**src/rtl/apb2iic_arb.sv**
```systemverilog
`timescale 1ns/1ps
// ---------------------------------------------------------------------------
// apb2iic_arb
//
// Shares the single APB slave port of an I2C controller between two
// requesters, one transfer at a time.  The requesters are served round-robin.
// Each transfer goes through one SETUP cycle and then ACCESS.  In ACCESS it
// either completes on PREADY or is aborted after TIMEOUT wait cycles.
// Completion is reported by a one-cycle DONEx pulse.  RDATAx and ERRx are
// valid only during that pulse.
//
// Parameters
//   TIMEOUT  maximum ACCESS cycles with PREADY=0 before the transfer aborts
//   AW / DW  address / data width
//
// Ports
//   PCLK, PRESET               clock, synchronous active-high reset
//   REQx, WRx, ADDRx, WDATAx   requester x transfer request and attributes
//   DONEx, RDATAx, ERRx        requester x completion pulse, read data, error
//   PADDR, PWDATA, PWRITE      APB transfer attributes (held for the transfer)
//   PSELx, PENABLE             APB select / enable
//   PREADY, PRDATA, PSLVERR    APB response (sampled only in ACCESS)
// ---------------------------------------------------------------------------
module apb2iic_arb #(
  parameter int unsigned TIMEOUT = 1023,
  parameter int unsigned AW      = 32,
  parameter int unsigned DW      = 32
) (
  input  logic          PCLK,
  input  logic          PRESET,
  input  logic          REQ0,
  input  logic          REQ1,
  input  logic          WR0,
  input  logic          WR1,
  input  logic [AW-1:0] ADDR0,
  input  logic [AW-1:0] ADDR1,
  input  logic [DW-1:0] WDATA0,
  input  logic [DW-1:0] WDATA1,
  output logic          DONE0,
  output logic          DONE1,
  output logic [DW-1:0] RDATA0,
  output logic [DW-1:0] RDATA1,
  output logic          ERR0,
  output logic          ERR1,
  output logic [AW-1:0] PADDR,
  output logic [DW-1:0] PWDATA,
  output logic          PWRITE,
  output logic          PSELx,
  output logic          PENABLE,
  input  logic          PREADY,
  input  logic [DW-1:0] PRDATA,
  input  logic          PSLVERR
);

  localparam int unsigned CW = (TIMEOUT > 1) ? $clog2(TIMEOUT + 1) : 1;
  localparam logic [CW-1:0] WAIT_LAST = CW'(TIMEOUT - 1);
  localparam logic [CW-1:0] WAIT_MAX  = CW'(TIMEOUT);

  typedef enum logic [1:0] {
    ST_IDLE,
    ST_SETUP,
    ST_ACCESS
  } state_t;

  state_t        r_state;
  state_t        w_state_nxt;

  logic          r_last;     // requester granted most recently
  logic          r_gnt;      // requester owning the current transfer
  logic [CW-1:0] r_wait;     // ACCESS cycles seen with PREADY=0

  logic [AW-1:0] r_paddr;
  logic [DW-1:0] r_pwdata;
  logic          r_pwrite;

  logic          r_done0;
  logic          r_done1;
  logic [DW-1:0] r_rdata0;
  logic [DW-1:0] r_rdata1;
  logic          r_err0;
  logic          r_err1;

  logic          w_elig0;
  logic          w_elig1;
  logic          w_any;
  logic          w_pick1;
  logic          w_start;
  logic          w_in_access;
  logic          w_ready;
  logic          w_tmo;
  logic          w_finish;
  logic [DW-1:0] w_rdata_cap;
  logic          w_err_cap;
  logic          w_psel;
  logic          w_penable;

  // A requester whose DONE is high this cycle is not eligible.  This keeps a
  // held REQ from being re-granted on its own completion cycle.
  assign w_elig0 = REQ0 & ~r_done0;
  assign w_elig1 = REQ1 & ~r_done1;
  assign w_any   = w_elig0 | w_elig1;

  // Requester 1 wins when it is the only one eligible, or on a tie when
  // requester 0 had the last grant.
  assign w_pick1 = w_elig1 & (~w_elig0 | ~r_last);

  assign w_start     = (r_state == ST_IDLE) & w_any;
  assign w_in_access = (r_state == ST_ACCESS);
  assign w_ready     = w_in_access & PREADY;

  // PREADY wins over the timeout in the final wait cycle.
  assign w_tmo       = w_in_access & ~PREADY & (r_wait == WAIT_LAST);
  assign w_finish    = w_ready | w_tmo;

  assign w_rdata_cap = (w_ready & ~r_pwrite) ? PRDATA : '0;
  assign w_err_cap   = w_tmo | (w_ready & PSLVERR);

  // State register
  always_ff @(posedge PCLK) begin
    if (PRESET) begin
      r_state <= ST_IDLE;
    end else begin
      r_state <= w_state_nxt;
    end
  end

  // Next state and APB control outputs
  always_comb begin
    w_state_nxt = r_state;
    w_psel      = 1'b0;
    w_penable   = 1'b0;
    case (r_state)
      ST_IDLE: begin
        if (w_any) begin
          w_state_nxt = ST_SETUP;
        end
      end
      ST_SETUP: begin
        w_psel      = 1'b1;
        w_state_nxt = ST_ACCESS;
      end
      ST_ACCESS: begin
        w_psel    = 1'b1;
        w_penable = 1'b1;
        if (w_finish) begin
          w_state_nxt = ST_IDLE;
        end
      end
      default: begin
        w_state_nxt = ST_IDLE;
      end
    endcase
  end

  // Grant, transfer attributes, wait counter and completion reporting
  always_ff @(posedge PCLK) begin
    if (PRESET) begin
      r_last   <= 1'b1;
      r_gnt    <= 1'b0;
      r_wait   <= '0;
      r_paddr  <= '0;
      r_pwdata <= '0;
      r_pwrite <= 1'b0;
      r_done0  <= 1'b0;
      r_done1  <= 1'b0;
      r_rdata0 <= '0;
      r_rdata1 <= '0;
      r_err0   <= 1'b0;
      r_err1   <= 1'b0;
    end else begin
      r_done0  <= 1'b0;
      r_done1  <= 1'b0;
      r_rdata0 <= '0;
      r_rdata1 <= '0;
      r_err0   <= 1'b0;
      r_err1   <= 1'b0;

      if (w_start) begin
        r_gnt    <= w_pick1;
        r_last   <= w_pick1;
        r_pwrite <= w_pick1 ? WR1    : WR0;
        r_paddr  <= w_pick1 ? ADDR1  : ADDR0;
        r_pwdata <= w_pick1 ? WDATA1 : WDATA0;
        r_wait   <= '0;
      end else if (w_in_access & ~PREADY & (r_wait != WAIT_MAX)) begin
        r_wait <= r_wait + CW'(1);
      end

      if (w_finish) begin
        if (r_gnt) begin
          r_done1  <= 1'b1;
          r_rdata1 <= w_rdata_cap;
          r_err1   <= w_err_cap;
        end else begin
          r_done0  <= 1'b1;
          r_rdata0 <= w_rdata_cap;
          r_err0   <= w_err_cap;
        end
      end
    end
  end

  assign DONE0   = r_done0;
  assign DONE1   = r_done1;
  assign RDATA0  = r_rdata0;
  assign RDATA1  = r_rdata1;
  assign ERR0    = r_err0;
  assign ERR1    = r_err1;
  assign PADDR   = r_paddr;
  assign PWDATA  = r_pwdata;
  assign PWRITE  = r_pwrite;
  assign PSELx   = w_psel;
  assign PENABLE = w_penable;

endmodule
```
**config.mk**
```make
export PLATFORM = sky130hd
export DESIGN_NAME = apb2iic_arb
export DESIGN_NICKNAME = d
export VERILOG_FILES = /design/src/rtl/apb2iic_arb.sv
export SDC_FILE = /design/constraint.sdc
export NUM_CORES = 1
export LEC_CHECK = 0
export CAP_MARGIN = 20
export CORE_MARGIN = 2
export CORE_UTILIZATION = 25
export CTS_CLUSTER_DIAMETER = 150
export DETAILED_ROUTE_END_ITERATION = 10
export HOLD_SLACK_MARGIN = 0.12
export PLACE_DENSITY_LB_ADDON = 0.15
export SLEW_MARGIN = 5
export SYNTH_ARGS = -nofsm -noshare
export SYNTH_HDL_FRONTEND = slang
export SYNTH_SLANG_ARGS = --single-unit
```
**constraint.sdc**
```tcl
create_clock -name PCLK -period 2.25 [get_ports PCLK]
set_clock_uncertainty 0.05 [all_clocks]
set_input_delay 0.3375 -clock PCLK [delete_from_list [all_inputs] [get_ports PCLK]]
set_output_delay 0.3375 -clock PCLK [all_outputs]
set_load 0.05 [all_outputs]
```
==> results of run 1 <==
layout by cell type (no fill, tap or decap), types with 6 or more instances in the layout:
cell / instances
clkdlybuf4s50_1: 300
nand2_1: 173
dfxtp_1: 147
nor2_1: 72
o21ai_0: 71
a31oi_1: 68
clkbuf_16: 17
buf_4: 10
buf_12: 9
a21oi_1: 6
power by group:
group          internal (mW)  total (mW)  switching, mW
clock                   1.80        3.07           1.27
combinational          0.836        2.16           1.32
sequential              2.82        2.93          0.111
flip-flops by register name (all words and copies together) (netlist names), 2 cells and up:
register,flops
r_state,2
PADDR,32
PWDATA,32
RDATA1,32
r_wait,10
RDATA0,32
final timing paths:
path         slack (ns)         end        from
max                0.15      PWRITE      PWRITE
max reg2reg        0.46   r_wait[9]  r_state[0]
min reg2reg        0.43  r_state[1]  r_state[1]
min                0.42   RDATA0[4]   PRDATA[4]
cells in the mapped netlist, types with 2 or more instances:
cell        n
buf_2       6
buf_1       6
clkbuf_1   35
dfxtp_1   147
a21oi_1     7
and4b_2     2
o21ai_0    71
inv_1       5
a211oi_1    2
or3_1       4
nand4_1     3
xor2_1      2
and4_1      2
a31oi_1    68
ha_1        5
nor2_1     72
nand2_1   173
xnor2_1     2
nor2b_1     2
cell families (layout without fill, tap and decap cells):
family / after synthesis / after routing / share of synthesized area, %
simple gates: 268 / 268 / 20.8
fa+ha+maj: 5 / 5 / 1.19
compound gates: 156 / 156 / 17.2
xor+xnor: 4 / 4 / 0.668
flops: 147 / 147 / 56.1
buf+inv: 52 / 356 / 3.86
mux: 1 / 1 / 0.191
per-layer routing:
metal / vias to the layer above / global-route usage [%]
met3: 21 / 7.49
met2: 238 / 26.0
met4: 0 / 5.71
met5: - / 0
met1: 2371 / 18.6
li1: 2724 / -
layout make-up:
type                            count  area (µm²)
Clock buffer                       17         425
Clock inverter                     15         214
Fill cell                        2084       11500
Inverter                            5        18.8
Multi-Input combinational cell    434        2120
Sequential cell                   147        2940
Tap cell                          275         344
Timing Repair Buffer              319        3260
==> results, run 1 <==
- The flow ran to the end, and the final reports show no timing, DRC or antenna violations.
- In the synthesized netlist the dominant register cell turns out to be dfxtp_1.
- Across the run, the number of max-cap violations was 0.
- The total global routing overflow is 0.
- The count of placed standard cells in the final layout, fillers left out is 1212.
- The worst slew slack as a fraction of its limit is 62.2%.
- The first global-routing pass estimated 27700 µm of wire.
- For the pin with the worst max-slew slack, the measured transition is 0.565 ns.
- Detailed placement ended at an HPWL of 12600 µm.
- The worst hold-check path type is in -> reg.
- The number of gates resized after cts is 0.
- The power per unit of standard cell area is 875 nW/µm².
- The routed length per instance is 14.8 µm.
- Counting flops and latches in the post-synthesis netlist gives 147.
- At the worst endpoint, the required time is 1.86 ns.
- The logic depth of the worst setup path including buffers is 1.
- For this design, the slowest cell found on the critical path is clkdlybuf4s50_1.
- Once placement completed, the tool counted placed cells totaling 1180.
- The static leakage is 3.51 nW.
- In the final design database the tool counted 1097 nets.
- The number of buffers and inverters on the critical path is 1.
- The cell sitting at the root of the clock tree is a clkbuf_16.
- The starting density of the core is 25.2%.
- The detailed router put a total of 7470 µm of wire on met1.
- The initialized floorplan defines 53 standard-cell rows.
- The clock period minus final worst setup slack is 2.10 ns.
- The clock latency on the worst-skew pair is 0.41 ns.
- The final max-slew violation count is 0.
- The fraction of final layout cells with drive strength greater than 1 is 6.40%.
- TritonCTS built the clock tree.
- In this run the cell area measured after placement is 8690 µm².
- The clock passes through at most 2 buffers.
- Setup violations remaining at the end of the flow were counted as 0.
- The critical setup path kind is reg -> out.
- For this run, design rule violations remaining after detail routing come to 0.
- Across all setup checks in the final design, the least slack found is 0.149 ns.
- The initial antenna violation count is 0.
- The post-synth net total is 806.
- By area the synthesized netlist is led by dfxtp_1 (56%), nand2_1 (12%), a31oi_1 (8.1%).
- The family with the most delay on the worst path is buffers and inverters.
- The part of the Yosys area used for sequential elements is 56.1%.
- The floorplan die width is 149 µm.
- The number of routed nets with antenna violations is 0.
- The cell depth of the worst flop-to-flop path is 6.
- Yosys mapped a number of flops with a built-in enable equal to 0.
- The clock transition at the registers of the reported paths is 0.07 ns.
- The worst hold margin is 0.416 ns.
- The die covers 22200 µm².
- For this block, the routed nets add up to 17900 µm of wire.
- After detailed routing, the met3 layer carries 2000 µm of wire.
- The aggregate global-route resource usage is 16.0%.
- The leading area contributor after synthesis is dfxtp_1.
- The chip height is 149 µm.
- The delay contributed by the slowest stage of the critical path is 0.86 ns.
- Of all nets on the critical path, the largest fanout is 4.
- Synthesis produced a netlist whose cell count is 633.
- The worst setup path is captured at an output pin.
- The total inserted antenna cells is 0.
- The DRC marker count from the first detailed-route iteration is 251.
- Entering global routing, the biggest net connects 75 pins.
- The total power after layout is 8.16 mW.
- Prior to clock tree synthesis, the placed netlist has a worst setup slack of 0.134 ns.
- The cell area that synthesis handed to floorplanning was 5250 µm².
- The type of element launching the critical path is a flop.
- The number of optimization iterations in the first detailed-route pass is 6.
- The critical path goes through clkdlybuf4s50_1.
- The maximum clock frequency is 476 MHz.
- The finished cells cover 9330 µm².
- Counting the buffers created by CTS gives 17.
- For this design the top-level I/O count stands at 303.
- The number of buffers added for setup after CTS is 0.
- The number of H-tree branching levels is 4.
- During synthesis, Yosys emitted a total of 0 warnings.
- The top routing layer in use is met4.
- The placer's final routability congestion estimate is 0.732.
- Dividing the detail-routed via count by the number of cells gives 4.42.
- IR analysis of the VDD net gives a maximum drop of 435 µV.
- From synthesis to final layout, the design area changed by 77.7%.
- Buffers placed on the I/O ports in this run total 302.
- STA puts the critical path data arrival time at 1.71 ns.
- Setup repair after global routing left no endpoint under its margin.
- The TritonCTS sink count is 147.
- The count of final hold-check violations is 0.
- The number of hold-repair buffers added at the cts stage is 0.
- The fraction of the core area covered by cells at the end of the flow is 44.8%.
- The count of cell types in the netlist is 38.
- The final critical path takes up 93.4% of the cycle.
- After detailed routing, the met2 layer carries 8090 µm of wire.
- The share of flip-flops with an asynchronous set or reset after synthesis is 0%.
- The cell depth of the worst min-delay path is 3.
- The core footprint is 20800 µm².
- The top-area cell type share of the netlist area is 56.1%.
- The number of global-route vias before repair is 5262.
- After synthesis, the mean cell area works out to 8.29 µm².
- For this block, the via count after detailed routing is 5354.
- The final-layout setup total negative slack is 0 ns.
(Power assumes the default switching activity.)
==> inputs of run 2 (changes only) <==
--- a/config.mk
+++ b/config.mk
@@ -16,3 +16,4 @@
 export SYNTH_ARGS = -nofsm -noshare
 export SYNTH_HDL_FRONTEND = slang
 export SYNTH_SLANG_ARGS = --single-unit
+export TNS_END_PERCENT = 20
==> results of run 2 <==
The final DEF is identical to that of run 1; final timing and power are the same.
